--- config.mk ---
export PLATFORM = sky130hd
export DESIGN_NAME = button_event_decoder
export DESIGN_NICKNAME = d
export VERILOG_FILES = /design/src/rtl/button_pkg.sv /design/src/rtl/sync2.sv /design/src/rtl/button_event_decoder.sv
export SDC_FILE = /design/constraint.sdc
export NUM_CORES = 1
export LEC_CHECK = 0
export ABC_AREA = 1
export CORE_MARGIN = 1
export CORE_UTILIZATION = 55
export CTS_BUF_LIST = sky130_fd_sc_hd__clkbuf_2
export CTS_CLUSTER_DIAMETER = 50
export DETAILED_ROUTE_END_ITERATION = 8
export HOLD_SLACK_MARGIN = 0.12
export PLACE_DENSITY_LB_ADDON = 0.08
export SETUP_SLACK_MARGIN = 0.4
export SYNTH_ARGS = -nofsm -noshare
export SYNTH_HDL_FRONTEND = slang
export SYNTH_SLANG_ARGS = --single-unit
--- constraint.sdc ---
create_clock -name clk -period 2.65 [get_ports clk]
set_input_delay 0.795 -clock clk [delete_from_list [all_inputs] [get_ports clk]]
set_output_delay 0.795 -clock clk [all_outputs]
set_load 0.01 [all_outputs]
--- src/rtl/button_pkg.sv ---
// Shared button definitions: gesture FSM state encoding and default tick counts.
package button_pkg;

  localparam int unsigned DEFAULT_COUNTWIDTH   = 17;
  localparam int unsigned DEFAULT_LONG_TICKS   = 50000;
  localparam int unsigned DEFAULT_DCLICK_TICKS = 25000;

  typedef enum logic [2:0] {
    ST_IDLE   = 3'd0,
    ST_PRESS1 = 3'd1,
    ST_GAP    = 3'd2,
    ST_PRESS2 = 3'd3,
    ST_LONG   = 3'd4
  } btn_state_e;

endpackage

--- src/rtl/sync2.sv ---
// Generic two-flop synchroniser for a single asynchronous level.
module sync2 #(
  parameter logic RESET_VAL = 1'b0
) (
  input  logic clk,
  input  logic rst_n,
  input  logic d,
  output logic q
);

  logic meta;

  always_ff @(posedge clk or negedge rst_n) begin
    if (!rst_n) begin
      meta <= RESET_VAL;
      q    <= RESET_VAL;
    end else begin
      meta <= d;
      q    <= meta;
    end
  end

endmodule

--- src/rtl/button_event_decoder.sv ---
// Turns a debounced button level into short / double / long gesture pulses
// plus a held level, with all timing counted in ticks of an external strobe.
module button_event_decoder
  import button_pkg::*;
#(
  parameter int unsigned COUNTWIDTH    = DEFAULT_COUNTWIDTH,
  parameter int unsigned LONG_TICKS    = DEFAULT_LONG_TICKS,
  parameter int unsigned DCLICK_TICKS  = DEFAULT_DCLICK_TICKS,
  parameter logic        PRESSED_LEVEL = 1'b0
) (
  input  logic clk,
  input  logic rst_n,
  input  logic tick_i,
  input  logic btn_i,
  output logic short_o,
  output logic double_o,
  output logic long_o,
  output logic held_o
);

  if (LONG_TICKS < 2 || DCLICK_TICKS < 2 ||
      64'(LONG_TICKS) >= (64'd1 << COUNTWIDTH) ||
      64'(DCLICK_TICKS) >= (64'd1 << COUNTWIDTH)) begin : g_param_err
    $error("button_event_decoder: tick counts must be >= 2 and fit in COUNTWIDTH");
  end

  // The press tick itself is the first pressed tick, so the long limit sits one lower.
  localparam logic [COUNTWIDTH-1:0] LONG_LAST   = COUNTWIDTH'(LONG_TICKS - 2);
  localparam logic [COUNTWIDTH-1:0] DCLICK_LAST = COUNTWIDTH'(DCLICK_TICKS - 1);

  logic                  btn_sync;
  logic                  pressed;
  btn_state_e            state_q, state_d;
  logic [COUNTWIDTH-1:0] cnt_q, cnt_d;
  logic                  short_c, double_c, long_c;

  sync2 #(
    .RESET_VAL(~PRESSED_LEVEL)
  ) u_sync (
    .clk  (clk),
    .rst_n(rst_n),
    .d    (btn_i),
    .q    (btn_sync)
  );

  assign pressed = (btn_sync == PRESSED_LEVEL);

  // State and counter register.
  always_ff @(posedge clk or negedge rst_n) begin
    if (!rst_n) begin
      state_q <= ST_IDLE;
      cnt_q   <= '0;
    end else begin
      state_q <= state_d;
      cnt_q   <= cnt_d;
    end
  end

  // Gesture FSM, evaluated only on tick cycles; a release/press beats the limit.
  always_comb begin
    state_d  = state_q;
    cnt_d    = cnt_q;
    short_c  = 1'b0;
    double_c = 1'b0;
    long_c   = 1'b0;
    if (tick_i) begin
      case (state_q)
        ST_IDLE: begin
          cnt_d = '0;
          if (pressed) state_d = ST_PRESS1;
        end
        ST_PRESS1: begin
          if (!pressed) begin
            state_d = ST_GAP;
            cnt_d   = '0;
          end else if (cnt_q == LONG_LAST) begin
            state_d = ST_LONG;
            cnt_d   = '0;
            long_c  = 1'b1;
          end else begin
            cnt_d = cnt_q + COUNTWIDTH'(1);
          end
        end
        ST_GAP: begin
          if (pressed) begin
            state_d = ST_PRESS2;
            cnt_d   = '0;
          end else if (cnt_q == DCLICK_LAST) begin
            state_d = ST_IDLE;
            cnt_d   = '0;
            short_c = 1'b1;
          end else begin
            cnt_d = cnt_q + COUNTWIDTH'(1);
          end
        end
        ST_PRESS2: begin
          if (!pressed) begin
            state_d  = ST_IDLE;
            cnt_d    = '0;
            double_c = 1'b1;
          end else if (cnt_q == LONG_LAST) begin
            state_d = ST_LONG;
            cnt_d   = '0;
            long_c  = 1'b1;
          end else begin
            cnt_d = cnt_q + COUNTWIDTH'(1);
          end
        end
        ST_LONG: begin
          cnt_d = '0;
          if (!pressed) state_d = ST_IDLE;
        end
        default: begin
          state_d = ST_IDLE;
          cnt_d   = '0;
        end
      endcase
    end
  end

  // Output registers; held follows the next state so it rises with long_o.
  always_ff @(posedge clk or negedge rst_n) begin
    if (!rst_n) begin
      short_o  <= 1'b0;
      double_o <= 1'b0;
      long_o   <= 1'b0;
      held_o   <= 1'b0;
    end else begin
      short_o  <= short_c;
      double_o <= double_c;
      long_o   <= long_c;
      held_o   <= (state_d == ST_LONG);
    end
  end

endmodule

==> results of run 1 <==
==> worst min path at each step <==
stage | from | to | slack (ns) | cells after the start
3_3_place_gp | u_sync.meta | u_sync.q | 0.35 | 0
4_1_cts | u_sync.meta | u_sync.q | 0.39 | 0
2_1_floorplan | u_sync.meta | u_sync.q | 0.35 | 0
3_5_place_dp | u_sync.meta | u_sync.q | 0.36 | 0
6_report | u_sync.meta | u_sync.q | 0.38 | 0
5_1_grt | u_sync.meta | u_sync.q | 0.39 | 0
==> final cells by class <==
type,instances,area [um2],share of cell area [%]
flip-flops and latches,26,653.1,37.88
inverters,34,128.9,7.475
clock buffers,3,15.01,0.8708
repair buffers,9,85.08,4.935
well taps,31,38.79,2.250
multi-input cells,142,773.2,44.85
clock inverters,1,30.03,1.742
==> where the power goes <==
part	leakage, nW	switching [mW]	internal (mW)
Combinational	0.526	0.102	0.0533
Sequential	0.352	0.0307	0.423
Clock	0.0266	0.120	0.130
==> metal layers <==
| metal | up-vias | GRT usage (%) |
|---|---|---|
| met2 | 23 | 37.01 |
| met4 | 0 | 7.317 |
| met1 | 612 | 31.71 |
| met5 | - | 0 |
| met3 | 5 | 2.326 |
| li1 | 660 | - |
==> state kept, by name, summed over array words and instances (netlist names) <==
| name | flops |
|---|---|
| cnt_q | 17 |
| double_o | 1 |
| held_o | 1 |
| long_o | 1 |
| short_o | 1 |
| state_q | 3 |
| u_sync.meta | 1 |
| u_sync.q | 1 |
==> synthesized netlist by cell type (3+ instances only) <==
master	count	share of area, %
sky130_fd_sc_hd__nand2_1	49	12
sky130_fd_sc_hd__dfrtp_1	24	38
sky130_fd_sc_hd__nor2_1	24	5.7
sky130_fd_sc_hd__inv_1	22	5.2
sky130_fd_sc_hd__nand3_1	13	4.1
sky130_fd_sc_hd__inv_2	10	2.4
sky130_fd_sc_hd__nand3_2	8	5.0
sky130_fd_sc_hd__o21ai_0	8	2.5
sky130_fd_sc_hd__nand4_1	7	2.7
sky130_fd_sc_hd__nand2_2	6	2.4
sky130_fd_sc_hd__nor2_2	4	1.6
sky130_fd_sc_hd__nor3_1	4	1.3
sky130_fd_sc_hd__xor2_1	4	2.2
sky130_fd_sc_hd__or2_2	3	1.2
==> cell families after synthesis <==
kind of cell	Yosys count
compound gates	11
buf+inv	39
flops	26
simple gates	124
fa+ha+maj	2
xor+xnor	5
==> worst register-to-register path: stages, from the launching register on <==
cell and delay [ns]:
sky130_fd_sc_hd__dfrtp_1 0.48, sky130_fd_sc_hd__ha_1 0.20, sky130_fd_sc_hd__nand2_1 0.09, sky130_fd_sc_hd__clkinv_2 0.08, sky130_fd_sc_hd__nand2_1 0.06, sky130_fd_sc_hd__nor2_2 0.13, sky130_fd_sc_hd__nand2_1 0.09, sky130_fd_sc_hd__nand3_2 0.10
sky130_fd_sc_hd__nand3_4 0.20, sky130_fd_sc_hd__and3_1 0.25
==> out/results.txt, run 1 <==
The run finished with clean final reports. Once layout is complete, the cells apart from fillers number 246. The total of max-cap violations is 0, and the maximum level of the CTS H-tree is 1. The maximum number of pins on one net before global-route repair came out at 27. After detailed routing, no signal wire sits above met4. The final total negative setup slack is 0 ns.

The endpoint identified for the worst register-to-register timing path is cnt_q[13]. Summing all placed instances gives a cell area of 1679 um2. The count of inserted antenna diode cells is 0, and the post-synthesis to final-layout area growth is 8.248%. The number of synthesized register bits was 26. STA classifies the critical path startpoint as a register. The most common cell after layout, fill and taps aside is sky130_fd_sc_hd__nand2_1.

Clock-pin transition on the worst setup and hold timing paths: 0.25 ns. VDD sags by at most 0.5061 mV. Setup slack on the critical path of the routed design comes to 0.5737 ns. The critical path arrival was 1.28 ns; the relative slew slack was 78.03%. Timing analysis after detailed placement gives a worst setup slack of 0.4181 ns. Counting the fill cells in the layout gives 242. Main combinational cell family by area after synthesis: simple AND/OR/NAND/NOR gates. Dividing the detail-routed wire length by the instance count gives 12.63 um. The chip width came out at 55.82 um. Setup violations remaining at the end of the flow were counted as 0. The number of buffers added on ports is 7. The part of the cycle the worst path needs is 78.35%.

The tools report the leakage power summed over all cells as 0.9053 nW. The logs give 1,293 for the via count of the first global-routing pass and 0 for the total of warnings raised by yosys. The tightest min-delay check is of the reg -> reg type. The actual transition at the worst max-transition pin is 0.3296 ns, and the final hold slack is 0.3841 ns. The tools report the total non-filler cell area in the finished layout as 1724 um2. The met3 wire length is 75 um, and the power after layout is 859.1 uW. The run gives 0 as the count of nets left with antenna violations after detail routing.

Detailed-route DRC error count: 0. The share of cell area taken by muxes after synthesis came out at 0%. Upper clock frequency limit: 0.4816 GHz. The tools report the capture point of the worst path as short_o. The worst setup path is captured at an output pin. The synthesized netlist devotes 39.98% of its cell area to simple gates.

The net count of the finished layout is 222. The number of buffers and inverters on the critical path was 1. For the final max-slew violation count, the log shows 0.

Setup repair after global routing left no endpoint under its margin. The maximum clock insertion buffer count came out at 2. The run gives 1,300 as the routed via count. For the end-of-flow core utilization, the log shows 62.52%.

Wires add up to 3106 um. The logic depth of the worst path, buffers included is 1. The library cells used most frequently in the layout, excluding fill and tap cells, are sky130_fd_sc_hd__nand2_1 (49), sky130_fd_sc_hd__nor2_1 (24), sky130_fd_sc_hd__dfrtp_1 (24). After detailed placement, the design holds a cell count of 242. For the finished layout, the period the worst path requires is 2.076 ns.

In this run, the number of DRC markers left after iteration 0 of detailed routing was 55. The routed length on met1 was 1515 um; the overall routing resource usage was 22.60%. Count of TritonRoute iterations in the first routing pass: 4. The first global-routing pass estimated 5616 um of wire. Walking the worst path, the cells encountered are clkdlybuf4s50_1. Buffers inserted to repair hold after CTS numbered 0. In the detailed route, the total length drawn on met2 is 1472 um. The run gives 0.01922 ns as the worst-case clock skew. The largest single stage delay on the critical path is 0.53 ns.

A synthesized cell averages 7.695 um2. The tools report the total half-perimeter wirelength after legalization and detailed placement as 2368 um. TritonCTS built the clock tree. At the later pin of the worst-skew pair, clock insertion delay measures 0.37 ns. The area share of xor/xnor cells in the synthesized design is 3.221%.

After floorplanning, the core was divided into 19 placement rows. The run gives 0 as the number of hold violations in the final report. The total nets after synthesis is 213. After synthesis, the netlist uses 30 different library cells. In this design, the largest share of critical-path delay is due to buffers and inverters. The number of cells on the worst reg-to-reg path is 9. The number of cells produced by synthesis came out at 207. The fraction of the yosys area taken by sequential cells was 41.01%; the required time of the worst setup path was 1.86 ns. In the routed layout, each cell is associated on average with a via count of 5.285.

The power per cell area is 498.3 nW/um2. The fraction of final layout cells sized beyond drive strength 1 works out to 21.40%. Highest-delay cell along the critical path: sky130_fd_sc_hd__clkdlybuf4s50_1. The initial utilization of the core area, before any placement, comes to 57.76%. The clock sink count is 26, and the height of the die is 55.82 um. The logs give 0 for the number of buffers inserted by post-CTS setup repair and 0.92 ns for the flop-to-flop setup slack. Clock tree synthesis selected as its root buffer the cell sky130_fd_sc_hd__clkbuf_2. The initial antenna violation count came out at 0. In this run the worst setup path begins at short_o. The synthesized-area fraction occupied by adder cells came out at 1.571%.

Share of flip-flops with an asynchronous set or reset: 100.0%. The start of the worst register-to-register path was cnt_q[0]. Counting flops with a built-in enable in the synthesized netlist gives 0.

The run gives 0 as the total of cells resized after clock tree synthesis. The complex-gate fraction of the synthesized area was 3.771%; the number of CTS-inserted buffers was 3. Dominant synthesized flop cell: sky130_fd_sc_hd__dfrtp_1. Total congestion overflow after global routing: 0. The worst setup path is of the reg -> out kind. Routability-driven placement finished with a final weighted congestion of 0.9012. Worst-path maximum fanout: 1.

8 I/O pins were placed. After floorplanning, the core was sized to cover 2758 um2. The mapped netlist covers 1593 um2.

Die outline area: 3115 um2.
Power figures use the tool's default switching activity.
==> inputs of run 2 (changes only) <==
clock period = 2.1 ns   (was 2.65 ns; I/O delays follow)
==> run 2 against run 1 <==
  * Wire length is 11% higher
  * Sequential share of layout area down 1.5 points
  * Sequential cell count did not move
  * Global-route usage increased by 1.6 points
  * Clock power is 30% higher
  * Clock-buffer cell count unchanged
  * Die area stayed put
  * Hold slack got worse by 0.0019 ns
  * Non-clock buffer count rose by 5
  * Critical endpoint unchanged
==> out/results.txt, run 2 (same netlist as run 1, synthesis figures left out) <==
The number of CTS-inserted buffers was 3 (unchanged). The initial DRC count was 62 (+13%); the final wirelength was 3436 um (+11%). The tools report the placeable core area as 2758 um2 (unchanged). The slowest stage of the critical path is the sky130_fd_sc_hd__dfrtp_1 cell.

For the critical path arrival, the log shows 1.03 ns (-0.25 ns). The logs give 261 (+7.9%) for the fill cell instance count of the final layout and 0 (unchanged) for the total of max-cap violations. The tools report the initial antenna violation count as 0 (unchanged). The maximum level of the CTS H-tree was 1 (unchanged).

Broken down by cell family, the worst path's largest delay share belongs to flip-flops. The power per cell area was 635.3 nW/um2 (+27%). The critical path goes through clkdlybuf4s15_1.

The path class of the tightest hold or removal check is reg -> reg. The clock root buffer master is sky130_fd_sc_hd__clkbuf_2. The cell count of the worst reg-to-reg path works out to 9 (unchanged).

In this run the most critical hold path is launched from u_sync.meta. The run gives 0.9431 nW (+4.2%) as the leakage power summed over all cells. The first-pass GRT wire length was 5954 um (+6.0%); the maximum clock insertion buffer count was 2 (unchanged).

The internal power is 788.7 uW (+30%), and the number of buffers added on ports is 7 (unchanged). The number of flip-flops under the largest register name is 17 (unchanged), and the upper clock frequency limit is 0.6026 GHz. The clock latency at the later pin of the worst-skew pair came out at 0.37 ns (about the same).

The height of the die came out at 55.82 um (unchanged). The part of the cycle the worst path needs is 79.02%, and the number of hold violations in the final report is 0 (unchanged). The clock-pin transition on the worst setup and hold timing paths came out at 0.27 ns (+0.02 ns). Worst-path maximum fanout: 1 (unchanged). The worst register-to-register path begins at cnt_q[1].

The stage delay of the slowest cell on the critical path was 0.43 ns (-0.10 ns). Register with the most flip-flops: cnt_q. The run gives 24.19% (+1.6 points) as the overall routing resource usage. The count of nets after finishing is 228 (+2.7%). The run finished with clean final reports. The logs give 0.01469 ns (-0.004536 ns) for the worst-case clock skew and 27 (unchanged) for the maximum number of pins on one net before global-route repair. The total half-perimeter wirelength after legalization and detailed placement is 2457 um (+3.8%), and the met3 wire length is 137 um (+83%).

The post-synthesis to final-layout area growth works out to 12.80%. The kind of end point of the critical path was an output pin. The logic depth of the worst path, buffers included was 1 (unchanged); the hold-critical path depth was 0 (unchanged). Relative slew slack: 77.84% (-0.18 points).

For the clock sink count, the log shows 26 (unchanged). The required time of the worst setup path was 1.47 ns (-0.39 ns); the logic gate share of total power was 21.5% (+3.4 points). The tools report the die outline area as 3115 um2 (unchanged). The switching share of power works out to 30.90% (+1.5 points).

The worst-case setup slack after placement was 0.07516 ns (-0.3429 ns). The tools report the length of routed met2 wiring as 1645 um (+12%). The run gives 1603 um (+5.8%) as the routed length on met1. The switching power of the nets is 352.7 uW (+40%), and the routed via count is 1,388 (+6.8%). The category of the critical setup timing path is reg -> out.

The final worst slack was 0.4405 ns (-0.1331 ns); the number of buffers and inverters on the critical path was 1 (unchanged). Leaving out fill and tap cells, the most frequent cells in the layout are sky130_fd_sc_hd__nand2_1 (47), sky130_fd_sc_hd__nor2_1 (24), sky130_fd_sc_hd__dfrtp_1 (24). The detailed-route DRC error count was 0 (unchanged); the chip width was 55.82 um (unchanged).

The count of TritonRoute iterations in the first routing pass is 4 (unchanged). For the finished layout, the period the worst path requires is 1.659 ns. Standard-cell row count: 19 (unchanged). The tools report the type of element launching the critical path as a register. The global placer's final weighted congestion came out at 0.9949 (+10%).

Setup repair after global routing could not meet its margin everywhere. The register share of total power is 50.0% (-2.9 points). For the count of nets left with antenna violations after detail routing, the log shows 0 (unchanged).

The tools report the final total negative setup slack as 0 ns (unchanged). The top routing layer in use was met4. For the power share of the clock group, the log shows 28.5% (-0.6 points). The actual transition at the worst max-transition pin came out at 0.3323 ns (+0.002764 ns). The final max-slew violation count is 0 (unchanged). The detail-routed via count per cell is 5.508 (+4.2%), and the total congestion overflow after global routing is 0 (unchanged). The largest registers in the layout are cnt_q (17), state_q (3). The via count of the first global-routing pass was 1,333 (+3.1%). The critical path starts at short_o. The run gives 57.76% (unchanged) as the initial cell density of the core.

The run gives 0 (unchanged) as the count of final setup violators. Most common cell after layout, fill and taps aside: sky130_fd_sc_hd__nand2_1. The worst ir drop on vdd was 0.6462 mV (+28%); the I/O pin count was 8 (unchanged). The tools report the count of inserted antenna diode cells as 0 (unchanged). The fraction of final layout cells sized beyond drive strength 1 was 24.89% (+3.5 points).

TritonCTS built the clock tree. The detailed-route wire length per cell came out at 13.63 um (+8.0%).
[run 2: changes by cell type in the layout (fill, tap and decap cells not counted), sizes merged]
cell           delta
clkdlybuf4s15     +4
clkdlybuf4s50     -4
nand3             +1
buf               +5
[run 2: final timing paths]
kind                                to  slack, ns
max                            short_o       0.44
min                           u_sync.q       0.38
max reg2reg                  cnt_q[13]       0.47
min reg2reg                   u_sync.q       0.38
max in group asynchronous  u_sync.meta       1.23
min in group asynchronous     cnt_q[7]       0.57
[run 2: metrics by stage]
stage                     total power, mW  cell area (um2)  std cells  util, %  hold slack [ns]
after floorplan                    0.7266             1593        207        -           0.3344
after global placement             0.7734             1702        245    61.71           0.3485
after detailed placement           0.7857             1702        245    61.71           0.3551
final                               1.141             1797        252    65.15           0.3822
after CTS                           1.116             1757        251    63.70           0.3835
after global routing                1.190             1797        252    65.15           0.3872
[run 2: final cells by class]
class | instances | area, um2 | area share [%]
multi-input combinational | 143 | 808.3 | 44.99
sequential | 26 | 653.1 | 36.35
inverter | 34 | 128.9 | 7.173
timing repair buffer | 14 | 122.6 | 6.825
tap | 31 | 38.79 | 2.159
clock inverter | 1 | 30.03 | 1.671
clock buffer | 3 | 15.01 | 0.8357
[run 2: metal layers]
| layer | vias to the layer above | GRT usage, % |
|---|---|---|
| li1 | 674 | - |
| met1 | 672 | 34.45 |
| met2 | 35 | 39.24 |
| met3 | 7 | 2.326 |
| met4 | 0 | 7.666 |
| met5 | - | 0 |
[run 2: power by group through the flow]
stage	Combinational (mW)	Sequential [mW]	Clock (mW)
CTS	0.224	0.569	0.324
detailed placement	0.204	0.582	0
global route	0.277	0.574	0.339
floorplan	0.156	0.571	0
global placement	0.195	0.579	0
finish	0.245	0.571	0.325
[run 2: worst register-to-register path, stage by stage (launching register included)]
cell and delay (ns):
sky130_fd_sc_hd__dfrtp_1 0.44, sky130_fd_sc_hd__ha_1 0.18, sky130_fd_sc_hd__nand2_1 0.11, sky130_fd_sc_hd__clkinv_2 0.09, sky130_fd_sc_hd__nand2_1 0.07, sky130_fd_sc_hd__nor2_2 0.14
sky130_fd_sc_hd__nand2_2 0.09, sky130_fd_sc_hd__nand3_4 0.10, sky130_fd_sc_hd__nand3_4 0.14, sky130_fd_sc_hd__and3_1 0.21
[run 2: repair_timing]
action                                  4_1_cts  5_1_grt
buffers inserted                              2        0
cloned                                        0        1
endpoints found under the setup margin        5       21
hold buffers                                  0        0
resized for setup                             4       12
==> inputs of run 3 (changes only) <==
clock period = 1.3 ns   (was 2.1 ns; I/O delays follow)
==> run 3 against run 2 <==
  * The flow now finishes with violations (setup timing)
  * Wire length is 19% higher
  * Final cell count rose by 15%
  * Hold slack lost 0.19 ns
  * Global-route usage grew 3.4 points
  * Critical path depth is 8 higher
  * Critical path type is now reg -> reg
  * Critical endpoint is now cnt_q[13]
  * Largest cell class unchanged
  * Highest routed layer unchanged
==> out/results.txt, run 3 (same netlist as run 1, synthesis figures left out) <==
Final worst slack: -0.2872 ns (-0.7277 ns). In the final layout, the registers with the most flip-flops are cnt_q (17), state_q (3). The cell area after placement was 1984 um2 (+17%). Based on the critical path, the design can be clocked at up to 0.6301 GHz. STA classifies the critical path endpoint as a register. The tools report the maximum level of the CTS H-tree as 1 (unchanged). The tools report the count of inserted antenna diode cells as 0 (unchanged).

The total congestion overflow after global routing was 0 (unchanged). Hold buffer count at cts: 0 (unchanged). The end-of-flow core utilization was 77.04% (+12 points); the number of CTS-inserted buffers was 3 (unchanged). Worst-case clock skew: 0.01247 ns (-0.002216 ns). TritonCTS built the clock tree.

The fraction of final layout cells sized beyond drive strength 1 was 43.46% (+19 points). The total of max-cap violations came out at 0 (unchanged). The initial cell density of the core is 57.76% (unchanged), and the area of the multi-input gates is 868.3 um2 (+7.4%). For the routed via count, the log shows 1,538 (+11%).

The logs give 26 (unchanged) for the clock sink count and 0.9392 mV (+45%) for the worst ir drop on vdd. The final wirelength was 4093 um (+19%); the total non-filler cell area in the finished layout was 2125 um2 (+18%). The required time of the worst setup path is 1.60 ns (+0.13 ns). The register with the most flip-flops in the final layout is cnt_q. The checks that failed: setup timing.

The number of buffers and inverters on the critical path is 1 (unchanged). STA classifies the critical path startpoint as a register. The maximum clock insertion buffer count is 2 (unchanged). Via count of the first global-routing pass: 1,532 (+15%). In this design, the largest share of critical-path delay is due to simple AND/OR/NAND/NOR gates. Number of buffers added on ports: 7 (unchanged). The library cells used most frequently in the layout, excluding fill and tap cells, are sky130_fd_sc_hd__buf_4 (43), sky130_fd_sc_hd__nand2_1 (41), sky130_fd_sc_hd__dfrtp_1 (24).

The smallest clock period supported by the final layout is computed as 1.587 ns. The count of nets left with antenna violations after detail routing is 0 (unchanged), and the post-synthesis to final-layout area growth is 33.39%. The total half-perimeter wirelength after legalization and detailed placement was 3002 um (+22%); the detailed-route wire length per cell was 14.07 um (+3.2%). The most numerous cell type found on the critical path is sky130_fd_sc_hd__nand2_2. The power per cell area was 836.2 nW/um2 (+32%); the I/O pin count was 8 (unchanged). For the leakage power summed over all cells, the log shows 1.161 nW (+23%).

The die outline area was 3115 um2 (unchanged). The worst-path maximum fanout is 7 (+6). The logs give 18 (-33%) for the maximum number of pins on one net before global-route repair and 0 (unchanged) for the detailed-route DRC error count.

Leaving out fill and tap cells, the most frequent cell in the layout is sky130_fd_sc_hd__buf_4. Count of TritonRoute iterations in the first routing pass: 4 (unchanged). The run finished, with violations left. The detail-routed via count per cell was 5.285 (-4.0%). The overall routing resource usage was 27.58% (+3.4 points); the stage delay of the slowest cell on the critical path was 0.47 ns (+0.04 ns). The height of the die is 55.82 um (unchanged). The highest-delay cell along the critical path is sky130_fd_sc_hd__dfrtp_1.

The tools report the global placer's final weighted congestion as 0.9114 (-8.4%). The clock-pin transition on the worst setup and hold timing paths is 0.24 ns (-0.03 ns). The signal on the critical path passes through ha_2, nand2_2, inv_4, nand2_2, nor2_4, nand2_2, nand3_4, nand3_4, and3_1. In this run the worst hold path is classified as in -> async. The logs give 19 (unchanged) for the standard-cell row count and 0 (unchanged) for the initial antenna violation count.

The actual transition at the worst max-transition pin was 0.2369 ns (-0.09546 ns). The initial DRC count is 43 (-31%), and the placeable core area is 2758 um2 (unchanged). The number of flip-flops under the largest register name is 17 (unchanged), and the final max-slew violation count is 0 (unchanged). The logs give 0.36 ns (about the same) for the clock latency at the later pin of the worst-skew pair and 0 (unchanged) for the number of hold violations in the final report. The critical path is of the reg -> reg type.

Setup repair after global routing could not meet its margin everywhere. The fill cell instance count of the final layout is 197 (-25%), and the chip width is 55.82 um (unchanged). The critical path arrival is 1.89 ns (+0.86 ns). Count of final setup violators: 23 (+23). The logs give 267 (+17%) for the count of nets after finishing and -5.073 ns (-5.073 ns) for the final total negative setup slack. The worst-case setup slack after placement came out at -0.5034 ns (-0.5785 ns).

The root buffer cell chosen for the clock tree is sky130_fd_sc_hd__clkbuf_2. The logs give 6734 um (+13%) for the first-pass GRT wire length and 653.1 um2 (unchanged) for the register area. The worst path uses 122.1% of the clock period.

The relative slew slack was 84.09% (+6.2 points).
run 3: timing repair:
action | in CTS | in global routing
pin swaps | 4 | 9
cloned | 1 | 0
resized for setup | 33 | 9
setup endpoints to repair | 28 | 28
buffers inserted | 2 | 4
run 3: area by class of cell:
cell class | count | area share (%)
well taps | 31 | 1.826
multi-input cells | 143 | 40.87
inverters | 34 | 6.125
clock buffers | 4 | 0.9423
flip-flops and latches | 26 | 30.74
repair buffers | 53 | 19.49
run 3: path summary, 6_finish.rpt:
| check | startpoint | to | slack, ns | cells after the start |
|---|---|---|---|---|
| worst min register to register | u_sync.meta | u_sync.q | 0.38 | 0 |
| max in group asynchronous | rst_n | cnt_q[1] | 0.63 | 2 |
| min in group clk | u_sync.meta | u_sync.q | 0.38 | 0 |
| worst max-delay path | cnt_q[0] | cnt_q[13] | -0.29 | 9 |
| worst min-delay path | rst_n | double_o | 0.20 | 1 |
| worst max register to register | cnt_q[0] | cnt_q[13] | -0.29 | 9 |
run 3: power breakdown:
part	leakage [nW]	total, mW	switching (mW)	internal [mW]
clock	0.0166	0.324	0.243	0.0812
sequential	0.352	0.917	0.0543	0.863
combinational	0.792	0.535	0.334	0.201
run 3: routing by layer:
metal	vias up	global-route usage (%)	wire, um
met5	-	0	0
met4	0	12.20	112
met3	13	2.326	129
met2	32	47.50	2071
met1	738	35.56	1779
li1	755	-	-
run 3: stage by stage:
stage / total power, mW / std cells / hold WS, ns
after detailed placement: 1.308 / 280 / 0.3484
final: 1.777 / 291 / 0.1970
after global placement: 1.272 / 280 / 0.3457
after CTS: 1.717 / 287 / 0.1830
after floorplan: 1.185 / 207 / 0.09441
after global routing: 1.865 / 291 / 0.1912
